`src/rtl/move_codes_pkg.sv`:
```
// Shared move-code definitions for the solver, the move sequencer and the
// stepper sequencer.
// Contents:
//   MV_* constants   4-bit move codes (0/1 no-op, 2..13 face turns, 14/15 illegal)
//   face_t           face indices RIGHT..DOWN
//   seq_state_t      move_sequencer FSM state, also exported on its debug port
//   is_legal_move()  true for codes 2..13
//   is_nop()         true for codes 0/1
//   face_of()        face index of a legal move code
package move_codes_pkg;

  localparam logic [3:0] MV_NOP0 = 4'd0;
  localparam logic [3:0] MV_NOP1 = 4'd1;
  localparam logic [3:0] MV_R    = 4'd2;
  localparam logic [3:0] MV_RI   = 4'd3;
  localparam logic [3:0] MV_U    = 4'd4;
  localparam logic [3:0] MV_UI   = 4'd5;
  localparam logic [3:0] MV_F    = 4'd6;
  localparam logic [3:0] MV_FI   = 4'd7;
  localparam logic [3:0] MV_L    = 4'd8;
  localparam logic [3:0] MV_LI   = 4'd9;
  localparam logic [3:0] MV_B    = 4'd10;
  localparam logic [3:0] MV_BI   = 4'd11;
  localparam logic [3:0] MV_D    = 4'd12;
  localparam logic [3:0] MV_DI   = 4'd13;

  typedef enum logic [2:0] {
    FACE_RIGHT = 3'd0,
    FACE_UP    = 3'd1,
    FACE_FRONT = 3'd2,
    FACE_LEFT  = 3'd3,
    FACE_BACK  = 3'd4,
    FACE_DOWN  = 3'd5
  } face_t;

  typedef enum logic [2:0] {
    ST_IDLE      = 3'd0,
    ST_ISSUE     = 3'd1,
    ST_WAIT_ACK  = 3'd2,
    ST_WAIT_DONE = 3'd3,
    ST_GAP       = 3'd4
  } seq_state_t;

  function automatic logic is_legal_move(input logic [3:0] code);
    return (code >= MV_R) && (code <= MV_DI);
  endfunction

  function automatic logic is_nop(input logic [3:0] code);
    return (code == MV_NOP0) || (code == MV_NOP1);
  endfunction

  // Codes come in (clockwise, counter-clockwise) pairs per face, starting at R.
  function automatic face_t face_of(input logic [3:0] code);
    logic [3:0] w_rel;
    w_rel = code - MV_R;
    return face_t'(w_rel[3:1]);
  endfunction

endpackage

```
`src/rtl/move_fifo.sv`:
```
// Circular move-code queue, DEPTH entries of 4 bits.
// Ports:
//   clock, reset      system clock, asynchronous active-high reset
//   i_push, i_data    write request and code; ignored when full or flushing
//   i_pop             consume the head; ignored when empty or flushing
//   i_flush           synchronous clear; wins over push and pop
//   o_data            head entry (combinational read)
//   o_full, o_empty   occupancy flags
//   o_level           occupancy, 0..DEPTH
module move_fifo #(
  parameter int DEPTH = 64,
  localparam int AW = $clog2(DEPTH)
) (
  input  logic          clock,
  input  logic          reset,
  input  logic          i_push,
  input  logic [3:0]    i_data,
  input  logic          i_pop,
  input  logic          i_flush,
  output logic [3:0]    o_data,
  output logic          o_full,
  output logic          o_empty,
  output logic [AW:0]   o_level
);

  logic [3:0]  r_mem [DEPTH];
  logic [AW-1:0] r_wr_ptr;
  logic [AW-1:0] r_rd_ptr;
  logic [AW:0]   r_count;
  logic          w_push;
  logic          w_pop;

  assign o_full  = (r_count == (AW+1)'(DEPTH));
  assign o_empty = (r_count == '0);
  assign o_level = r_count;
  assign o_data  = r_mem[r_rd_ptr];

  assign w_push = i_push && !o_full && !i_flush;
  assign w_pop  = i_pop && !o_empty && !i_flush;

  // Storage carries no reset; validity is tracked by the pointers.
  always_ff @(posedge clock) begin
    if (w_push) r_mem[r_wr_ptr] <= i_data;
  end

  // DEPTH is a power of two, so the pointers wrap by natural overflow.
  always_ff @(posedge clock or posedge reset) begin
    if (reset) begin
      r_wr_ptr <= '0;
      r_rd_ptr <= '0;
      r_count  <= '0;
    end else if (i_flush) begin
      r_wr_ptr <= '0;
      r_rd_ptr <= '0;
      r_count  <= '0;
    end else begin
      if (w_push) r_wr_ptr <= r_wr_ptr + AW'(1);
      if (w_pop)  r_rd_ptr <= r_rd_ptr + AW'(1);
      case ({w_push, w_pop})
        2'b10:   r_count <= r_count + (AW+1)'(1);
        2'b01:   r_count <= r_count - (AW+1)'(1);
        default: r_count <= r_count;
      endcase
    end
  end

endmodule

```
`src/rtl/move_sequencer.sv`:
```
// Queues solver move codes and issues them one at a time to the stepper
// sequencer, with pause/resume, flush, a settle gap between moves and
// progress/error reporting.
// Handshake: a push is accepted on a clock where push_valid && push_ready.
// A move is issued with a one-cycle move_start while next_move holds the code;
// the stepper acknowledges by dropping move_done and finishes by raising it.
// Ports:
//   clock, reset            system clock, asynchronous active-high reset
//   push_valid/move/ready   solver push interface
//   run, flush              execute/pause control, queue + error-flag clear
//   next_move, move_start   issue interface; move_done from the steppers
//   busy, level             not-IDLE flag, queue occupancy
//   moves_completed         saturating count of acknowledged moves
//   no_ack_err/bad_code_err sticky error flags
//   dbg_state               current FSM state
module move_sequencer
  import move_codes_pkg::*;
#(
  parameter int DEPTH       = 64,
  parameter int GAP_CYCLES  = 250000,
  parameter int ACK_TIMEOUT = 16,
  localparam int LW = $clog2(DEPTH) + 1
) (
  input  logic          clock,
  input  logic          reset,
  input  logic          push_valid,
  input  logic [3:0]    push_move,
  output logic          push_ready,
  input  logic          run,
  input  logic          flush,
  output logic [3:0]    next_move,
  output logic          move_start,
  input  logic          move_done,
  output logic          busy,
  output logic [LW-1:0] level,
  output logic [15:0]   moves_completed,
  output logic          no_ack_err,
  output logic          bad_code_err,
  output seq_state_t    dbg_state
);

  localparam int TMAX = (GAP_CYCLES > ACK_TIMEOUT) ? GAP_CYCLES : ACK_TIMEOUT;
  localparam int TW   = $clog2(TMAX) + 1;

  seq_state_t     r_state;
  seq_state_t     w_next_state;
  logic [TW-1:0]  r_timer;
  logic [TW-1:0]  w_timer_next;
  logic [3:0]     r_next_move;
  logic [15:0]    r_moves_completed;
  logic           r_no_ack_err;
  logic           r_bad_code_err;
  logic           w_pop;
  logic           w_load;
  logic           w_set_bad;
  logic           w_set_noack;
  logic           w_count;
  logic [3:0]     w_head;
  logic           w_full;
  logic           w_empty;

  move_fifo #(.DEPTH(DEPTH)) u_fifo (
    .clock   (clock),
    .reset   (reset),
    .i_push  (push_valid),
    .i_data  (push_move),
    .i_pop   (w_pop),
    .i_flush (flush),
    .o_data  (w_head),
    .o_full  (w_full),
    .o_empty (w_empty),
    .o_level (level)
  );

  assign push_ready      = !w_full;
  assign next_move       = r_next_move;
  assign move_start      = (r_state == ST_ISSUE);
  assign busy            = (r_state != ST_IDLE);
  assign moves_completed = r_moves_completed;
  assign no_ack_err      = r_no_ack_err;
  assign bad_code_err    = r_bad_code_err;
  assign dbg_state       = r_state;

  // One timer serves both the ack timeout and the settle gap; it is zeroed
  // on every transition into a timed state.
  always_comb begin
    w_next_state = r_state;
    w_timer_next = r_timer;
    w_pop        = 1'b0;
    w_load       = 1'b0;
    w_set_bad    = 1'b0;
    w_set_noack  = 1'b0;
    w_count      = 1'b0;
    case (r_state)
      ST_IDLE: begin
        // No pop while flushing: the head is being discarded this cycle.
        if (run && !w_empty && !flush) begin
          w_pop = 1'b1;
          if (is_legal_move(w_head)) begin
            w_load       = 1'b1;
            w_next_state = ST_ISSUE;
          end else if (!is_nop(w_head)) begin
            w_set_bad = 1'b1;
          end
        end
      end
      ST_ISSUE: begin
        w_timer_next = '0;
        w_next_state = ST_WAIT_ACK;
      end
      ST_WAIT_ACK: begin
        if (!move_done) begin
          w_next_state = ST_WAIT_DONE;
        end else if (r_timer == TW'(ACK_TIMEOUT - 1)) begin
          // Steppers never started (e.g. disabled): skip without counting.
          w_set_noack  = 1'b1;
          w_timer_next = '0;
          w_next_state = ST_GAP;
        end else begin
          w_timer_next = r_timer + TW'(1);
        end
      end
      ST_WAIT_DONE: begin
        if (move_done) begin
          w_count      = 1'b1;
          w_timer_next = '0;
          w_next_state = ST_GAP;
        end
      end
      ST_GAP: begin
        if (r_timer == TW'(GAP_CYCLES - 1)) begin
          w_timer_next = '0;
          w_next_state = ST_IDLE;
        end else begin
          w_timer_next = r_timer + TW'(1);
        end
      end
      default: begin
        w_next_state = ST_IDLE;
      end
    endcase
  end

  always_ff @(posedge clock or posedge reset) begin
    if (reset) begin
      r_state           <= ST_IDLE;
      r_timer           <= '0;
      r_next_move       <= '0;
      r_moves_completed <= '0;
      r_no_ack_err      <= 1'b0;
      r_bad_code_err    <= 1'b0;
    end else begin
      r_state <= w_next_state;
      r_timer <= w_timer_next;
      if (w_load) r_next_move <= w_head;
      if (w_count && (r_moves_completed != 16'hFFFF))
        r_moves_completed <= r_moves_completed + 16'd1;
      // A timeout from a move still in flight during a flush is reported.
      if (w_set_noack)   r_no_ack_err <= 1'b1;
      else if (flush)    r_no_ack_err <= 1'b0;
      if (w_set_bad)     r_bad_code_err <= 1'b1;
      else if (flush)    r_bad_code_err <= 1'b0;
    end
  end

endmodule

```
`config.mk`:
```
export PLATFORM = sky130hd
export DESIGN_NAME = move_sequencer
export DESIGN_NICKNAME = d
export VERILOG_FILES = /design/src/rtl/move_codes_pkg.sv /design/src/rtl/move_fifo.sv /design/src/rtl/move_sequencer.sv
export SDC_FILE = /design/constraint.sdc
export NUM_CORES = 1
export LEC_CHECK = 0
export CAP_MARGIN = 30
export CELL_PAD_IN_SITES_DETAIL_PLACEMENT = 1
export CELL_PAD_IN_SITES_GLOBAL_PLACEMENT = 1
export CORE_ASPECT_RATIO = 1.75
export CORE_MARGIN = 2
export CORE_UTILIZATION = 52
export CTS_CLUSTER_DIAMETER = 60
export DETAILED_ROUTE_END_ITERATION = 8
export GPL_ROUTABILITY_DRIVEN = 0
export GPL_TIMING_DRIVEN = 0
export HOLD_SLACK_MARGIN = 0.03
export PLACE_DENSITY_LB_ADDON = 0.1
export SLEW_MARGIN = 20
export SYNTH_ARGS = -nofsm -noshare
export SYNTH_HDL_FRONTEND = slang
export SYNTH_SLANG_ARGS = --single-unit
```
`constraint.sdc`:
```
create_clock -name clock -period 4.1 [get_ports clock]
set_input_delay 1.23 -clock clock [delete_from_list [all_inputs] [get_ports clock]]
set_output_delay 1.23 -clock clock [all_outputs]
set_load 0.05 [all_outputs]
```
==> impl_metrics.yaml, run 1 <==
run_status:
  status: "finished clean"
routing:
  drtPass1Iterations: 5
  vias_per_cell: 6.07
  drtIter0Drc: 533
  ant_nets: 0
  vias: 7792
  drc_errors: 0
  routed_wl_um: 35300
  wl_per_cell_um: 27.5
cts:
  root_buffer: "clkbuf_16"
  cts_setup_buffers: 0
  insertion_delay_ns: 0.56
  numCtsBuffers: 29
  ctsLongestPathBuffers: 3
  clk_pin_slew_ns: 0.07
  cts_resized: 1
  htree_levels: 1
  cts_tree: "yes"
  ctsHoldBuffers: 0
  clock-sinks: 319
synth:
  synthMostInstantiatedCell: "edfxtp_1"
  muxShareOfSynthArea_pct: 12.7
  synth_top_area_share_pct: 56.5
  synth_common_cells: "edfxtp_1, nor2_1, dfrtp_1"
  yosysTopAreaCell: "edfxtp_1"
  yosysWarnings: 0
  syn_inst: 862
  netlist_area_um2: 13600
  syn_nets: 882
  synthAdderAreaFrac_pct: 0.975
  ys_top_cells_by_area: "edfxtp_1, dfrtp_1, mux4_2"
  synth_top_family_by_area: "multiplexers"
  synth-xor-area-share_pct: 2.45
  synth_cell_type_count: 67
  ys_seq_area_share_pct: 68.1
  synthArstFlopShare_pct: 19.7
  ys_ff_latch: 319
  synth_compound_area_share_pct: 4.25
  synth-simple-area-share_pct: 9.12
  synth-edff-count: 256
  ys.flop_type: "edfxtp_1"
  syn_avg_cell_area_um2: 15.8
worst_setup_path:
  crit_fanout: 4
  cpLargestDelayFamily: "simple AND/OR/NAND/NOR gates"
  regToRegStartpoint: "dbg_state[0]$_DFFE_PP0P_"
  crit_chain: "nor4_1 -> nand3_1 -> clkdlybuf4s50_1"
  slowest_stage: "clkdlybuf4s50_1"
  crit_buf_inv: 1
  critPathKind: "register to output pin"
  arrival_ns: 2.61
  cp-end-kind: "output pin"
  critical-path-max-stage-delay_ns: 0.76
  startpoint: "u_fifo.o_level[3]$_DFFE_PP0P_"
  cp-start-kind: "register"
  critPathRequiredTime_ns: 2.87
pwr:
  peakVddDrop_mv: 0.347
  clockPowerShare_pct: 34.5
  power_density_nw_per_um2: 509
  power.leakage_uw: 0.00521
  power.switching_uw: 2180
  power_frac_comb_pct: 19.3
  p_seq_share_pct: 46.2
  internal_power_uw: 5700
  p_sw_share_pct: 27.7
place:
  dpl-instance-area_um2: 14500
  place_inst: 1231
  io_buffers: 44
  dp_hpwl_um: 25000
  dp_slack_ns: -0.658
timing:
  slew_violations: 0
  finalCritPeriodShare_pct: 93.6
  setup_tns_ns: 0
  finalCriticalPeriod_ns: 3.84
  hold-worst-slack_ns: 0.504
  relSlewSlack_pct: 44.3
  worst_slack_ns: 0.262
  rsz0062_at_grt: "no"
  worst_pin_slew_ns: 0.832
  setup_violations: 0
  finalHoldViolCount: 0
  skew_ns: 0.0107
  fmax_mhz: 261
global_routing:
  grt.total_usage_pct: 26.8
  grt_start_max_net_pins: 57
  gr-total-overflow: 0
  grt_pass1_vias: 8684
  antenna_found_initial: 0
  grt_pass1_wl_um: 54600
die:
  die_h_um: 218
  core_region_area_um2: 25900
  die-area_um2: 27500
  die_w_um: 126
  boundaryPins: 45
  start_util_pct: 52.6
  placement_rows: 78
cells_and_area:
  multi_input_area_um2: 4020
  seq_area_um2: 9260
  area_growth_pct: 13.8
  layoutNonFillerInstCount: 1283
  drive_gt1_share_pct: 15.8
  fin_area_um2: 15500
  fin_nets: 962
  n_fill_cell: 2355
  n_antenna_cell: 0
worst_hold_path:
  hold_class: "register to register"
  min_from: "moves_completed[6]$_DFFE_PP0P_"
flow_run:
  cap_violations: 0
==> per-stage QoR <==
step	power, µW	utilization [%]
4_1_cts	7950	59.8
6_report	7880	59.9
3_5_place_dp	5240	56.2
2_1_floorplan	4720	-
5_1_grt	8150	59.9
3_3_place_gp	5180	55.8
==> metal layers <==
layer  share of wire, %  track usage (%)  vias to the layer above
li1                   -                -                     3455
met1                 36             30.4                     4036
met2                 55             50.3                      221
met3                3.6             2.87                       80
met4                5.2             12.0                        0
met5                  0                0                        -
==> cells in the final DEF (no fill, tap or decap), drive strengths merged, types with 4 or more instances in the layout <==
cell / instances
mux4: 59
xnor2: 23
edfxtp: 256
nand4: 10
ha: 9
clkinvlp: 4
and3: 10
xor2: 15
nor4: 5
dfrtp: 63
nand2: 52
buf: 35
clkbuf: 48
bufinv: 4
mux2i: 33
nor2: 114
inv: 13
nor3: 4
nand3: 18
a21oi: 14
o21ai: 26
and2: 6
nor2b: 10
o221ai: 5
nand3b: 8
nand2b: 8
clkdlybuf4s50: 40
mux2: 5
a31oi: 4
clkinv: 12
==> state kept, by name, summed over array words and instances, names as in the netlist <==
name and flops:
u_fifo.r_rd_ptr 6, u_fifo.o_level 7, moves_completed 16, next_move 4
r_timer 19, dbg_state 3, no_ack_err 1, u_fifo.r_wr_ptr 6
bad_code_err 1, u_fifo.r_mem 256
==> power groups by stage <==
stage | sequential (µW) | clock (µW) | combinational [µW]
4_1_cts | 3640 | 2770 | 1540
3_5_place_dp | 3710 | 0 | 1530
6_report | 3640 | 2720 | 1520
3_3_place_gp | 3710 | 0 | 1470
5_1_grt | 3650 | 2870 | 1620
2_1_floorplan | 3860 | 0 | 862
==> path summary, 6_finish.rpt <==
check / to / slack, ns / cells past startpoint
worst max register to register: u_fifo.o_level[6]$_DFFE_PP0P_ / 0.54 / 14
max in group asynchronous: u_fifo.o_level[4]$_DFFE_PP0P_ / 2.67 / 3
worst max-delay path: push_ready / 0.26 / 3
min in group asynchronous: moves_completed[10]$_DFFE_PP0P_ / 0.91 / 2
worst min-delay path: moves_completed[6]$_DFFE_PP0P_ / 0.50 / 1
worst min register to register: moves_completed[6]$_DFFE_PP0P_ / 0.50 / 1
==> area by class of cell <==
cell class,count,area share [%]
multi-input cells,488,26.0
well taps,320,2.59
repair buffers,49,3.41
clock buffers,31,4.74
clock inverters,21,1.33
plain buffers,43,1.80
flip-flops and latches,319,59.8
inverters,12,0.307
==> kinds of logic (layout without fill, tap and decap cells) <==
kind of cell / after synthesis / after routing
buffers and inverters: 55 / 156
muxes: 97 / 97
adders and majority gates: 10 / 10
and+or+nand+nor: 262 / 262
xor gates and xnor gates: 38 / 38
DFF: 319 / 319
AOI/OAI and AO/OA: 81 / 81
Note: power is estimated with default switching activity, not from simulation.
==> run 2, diff against run 1 <==
--- a/config.mk
+++ b/config.mk
@@ -10,14 +10,13 @@
 export CELL_PAD_IN_SITES_GLOBAL_PLACEMENT = 1
 export CORE_ASPECT_RATIO = 1.75
 export CORE_MARGIN = 2
-export CORE_UTILIZATION = 52
+export CORE_UTILIZATION = 56
 export CTS_CLUSTER_DIAMETER = 60
 export DETAILED_ROUTE_END_ITERATION = 8
 export GPL_ROUTABILITY_DRIVEN = 0
 export GPL_TIMING_DRIVEN = 0
 export HOLD_SLACK_MARGIN = 0.03
 export PLACE_DENSITY_LB_ADDON = 0.1
-export SLEW_MARGIN = 20
 export SYNTH_ARGS = -nofsm -noshare
 export SYNTH_HDL_FRONTEND = slang
 export SYNTH_SLANG_ARGS = --single-unit
==> constraint.sdc (replaced) <==
create_clock -name clock -period 4.9 [get_ports clock]
set_input_delay 1.47 -clock clock [delete_from_list [all_inputs] [get_ports clock]]
set_output_delay 1.47 -clock clock [all_outputs]
set_load 0.05 [all_outputs]
==> impl_metrics.yaml, run 2 (synthesis gave the netlist of run 1 again) <==
cells_and_area:
  regMostFlops: "u_fifo.r_mem"
  layout_commonest_cell: "edfxtp_1"
  fin_nets: 962
  largest_reg_flops: 256
  fin_area_um2: 15500
  n_antenna_cell: 0
  area_growth_pct: 13.7
  drive_gt1_share_pct: 15.9
  final_cell_mix: "edfxtp_1, nor2_1, dfrtp_1"
  layoutNonFillerInstCount: 1270
timing:
  finalCriticalPeriod_ns: 4.49
  relSlewSlack_pct: 44.4
  finalHoldViolCount: 0
  finalCritPeriodShare_pct: 91.7
  setup_violations: 0
  rsz0062_at_grt: "no"
  fmax_mhz: 223
  slew_violations: 0
  skew_ns: 0.0168
  worst_pin_slew_ns: 0.829
run_status:
  status: "finished clean"
die:
  start_util_pct: 56.8
  core_region_area_um2: 23900
  die_h_um: 210
  die_w_um: 122
  placement_rows: 75
  die-area_um2: 25600
  boundaryPins: 45
cts:
  cts_tree: "yes"
  insertion_delay_ns: 0.57
  clk_pin_slew_ns: 0.07
  htree_levels: 1
  cts_resized: 0
  cts_setup_buffers: 0
  numCtsBuffers: 29
  root_buffer: "clkbuf_16"
  clock-sinks: 319
  ctsHoldBuffers: 0
  ctsLongestPathBuffers: 3
pwr:
  power.leakage_uw: 0.00523
  power_density_nw_per_um2: 431
  peakVddDrop_mv: 0.371
worst_setup_path:
  crit_chain: "clkdlybuf4s50_1 -> nand2b_1 -> a311o_1 -> clkbuf_1 -> nor2_1 -> ha_1 -> a21oi_1 -> nor2_1 -> nor2_1 -> o21bai_1 -> a21oi_1 -> mux2i_1 -> xnor2_1 -> nor2_1"
  crit_path_frequent_cell: "nor2_1"
  arrival_ns: 4.91
  critPathKind: "input pin to register"
  crit_fanout: 10
  critical-path-max-stage-delay_ns: 0.56
  slowest_stage: "nor2_1"
  cp-start-kind: "input pin"
  cp-end-kind: "register"
  critPathRequiredTime_ns: 5.32
routing:
  drc_errors: 0
  drtPass1Iterations: 4
  wl_per_cell_um: 28.4
  vias_per_cell: 6.31
  vias: 8019
  drtIter0Drc: 630
  routed_wl_um: 36100
  ant_nets: 0
global_routing:
  gr-total-overflow: 0
  antenna_found_initial: 0
  grt_start_max_net_pins: 64
  grt.total_usage_pct: 29.5
  grt_pass1_wl_um: 54800
  grt_pass1_vias: 8886
place:
  place_inst: 1219
  dpl-instance-area_um2: 14500
  dp_hpwl_um: 24800
  io_buffers: 44
worst_hold_path:
  hold_class: "register to register"
flow_run:
  cap_violations: 0
-- run 2: critical path, delay by kind of cell --
kind	cells	cell delay [ns]
adders and majority gates	1	0.38
AOI/OAI and AO/OA	4	0.81
muxes	1	0.24
xor gates and xnor gates	1	0.13
buffers and inverters	2	0.82
and+or+nand+nor	5	1.04
-- run 2: worst paths after layout --
check	from	end	slack (ns)	depth (start not counted)
worst max-delay path	flush	u_fifo.o_level[6]$_DFFE_PP0P_	0.41	14
worst min-delay path	moves_completed[8]$_DFFE_PP0P_	moves_completed[8]$_DFFE_PP0P_	0.50	1
worst max register to register	u_fifo.o_level[2]$_DFFE_PP0P_	u_fifo.o_level[6]$_DFFE_PP0P_	0.89	13
worst min register to register	moves_completed[8]$_DFFE_PP0P_	moves_completed[8]$_DFFE_PP0P_	0.50	1
max in group asynchronous	reset	u_fifo.o_level[2]$_DFFE_PP0P_	2.95	3
min in group asynchronous	reset	r_timer[13]$_DFFE_PP0P_	1.32	2
-- run 2: power by group --
group	internal, µW	switching, µW
sequential	2980	67.5
clock	1340	997
combinational	495	780
total	4820	1850
-- run 2: cell type report --
class,count,area (µm²)
plain buffers,43,278
clock buffers,31,733
clock inverters,20,230
fillers,2148,8460
inverters,12,45.0
multi-input cells,488,4020
flip-flops and latches,319,9260
well taps,308,385
repair buffers,49,520
-- run 2: stage by stage --
| step | utilization [%] | hold slack (ns) | setup TNS [ns] | power [µW] | setup slack [ns] |
|---|---|---|---|---|---|
| floorplan | - | 0.463 | 0 | 3950 | 1.07 |
| global placement | 60.3 | 0.470 | -0.0326 | 4320 | -0.0326 |
| detailed placement | 60.6 | 0.484 | -0.121 | 4380 | -0.121 |
| CTS | 64.7 | 0.497 | 0 | 6700 | 0.444 |
| global route | 64.7 | 0.518 | 0 | 6860 | 0.142 |
| finish | 64.7 | 0.496 | 0 | 6670 | 0.407 |
-- run 2: per-layer routing --
metal | up-vias | routed length [µm] | global-route usage (%)
met5 | - | 0 | 0
met4 | 0 | 2380 | 16.8
met3 | 114 | 1730 | 3.44
met2 | 295 | 19700 | 53.2
met1 | 4154 | 12300 | 33.4
li1 | 3456 | - | -
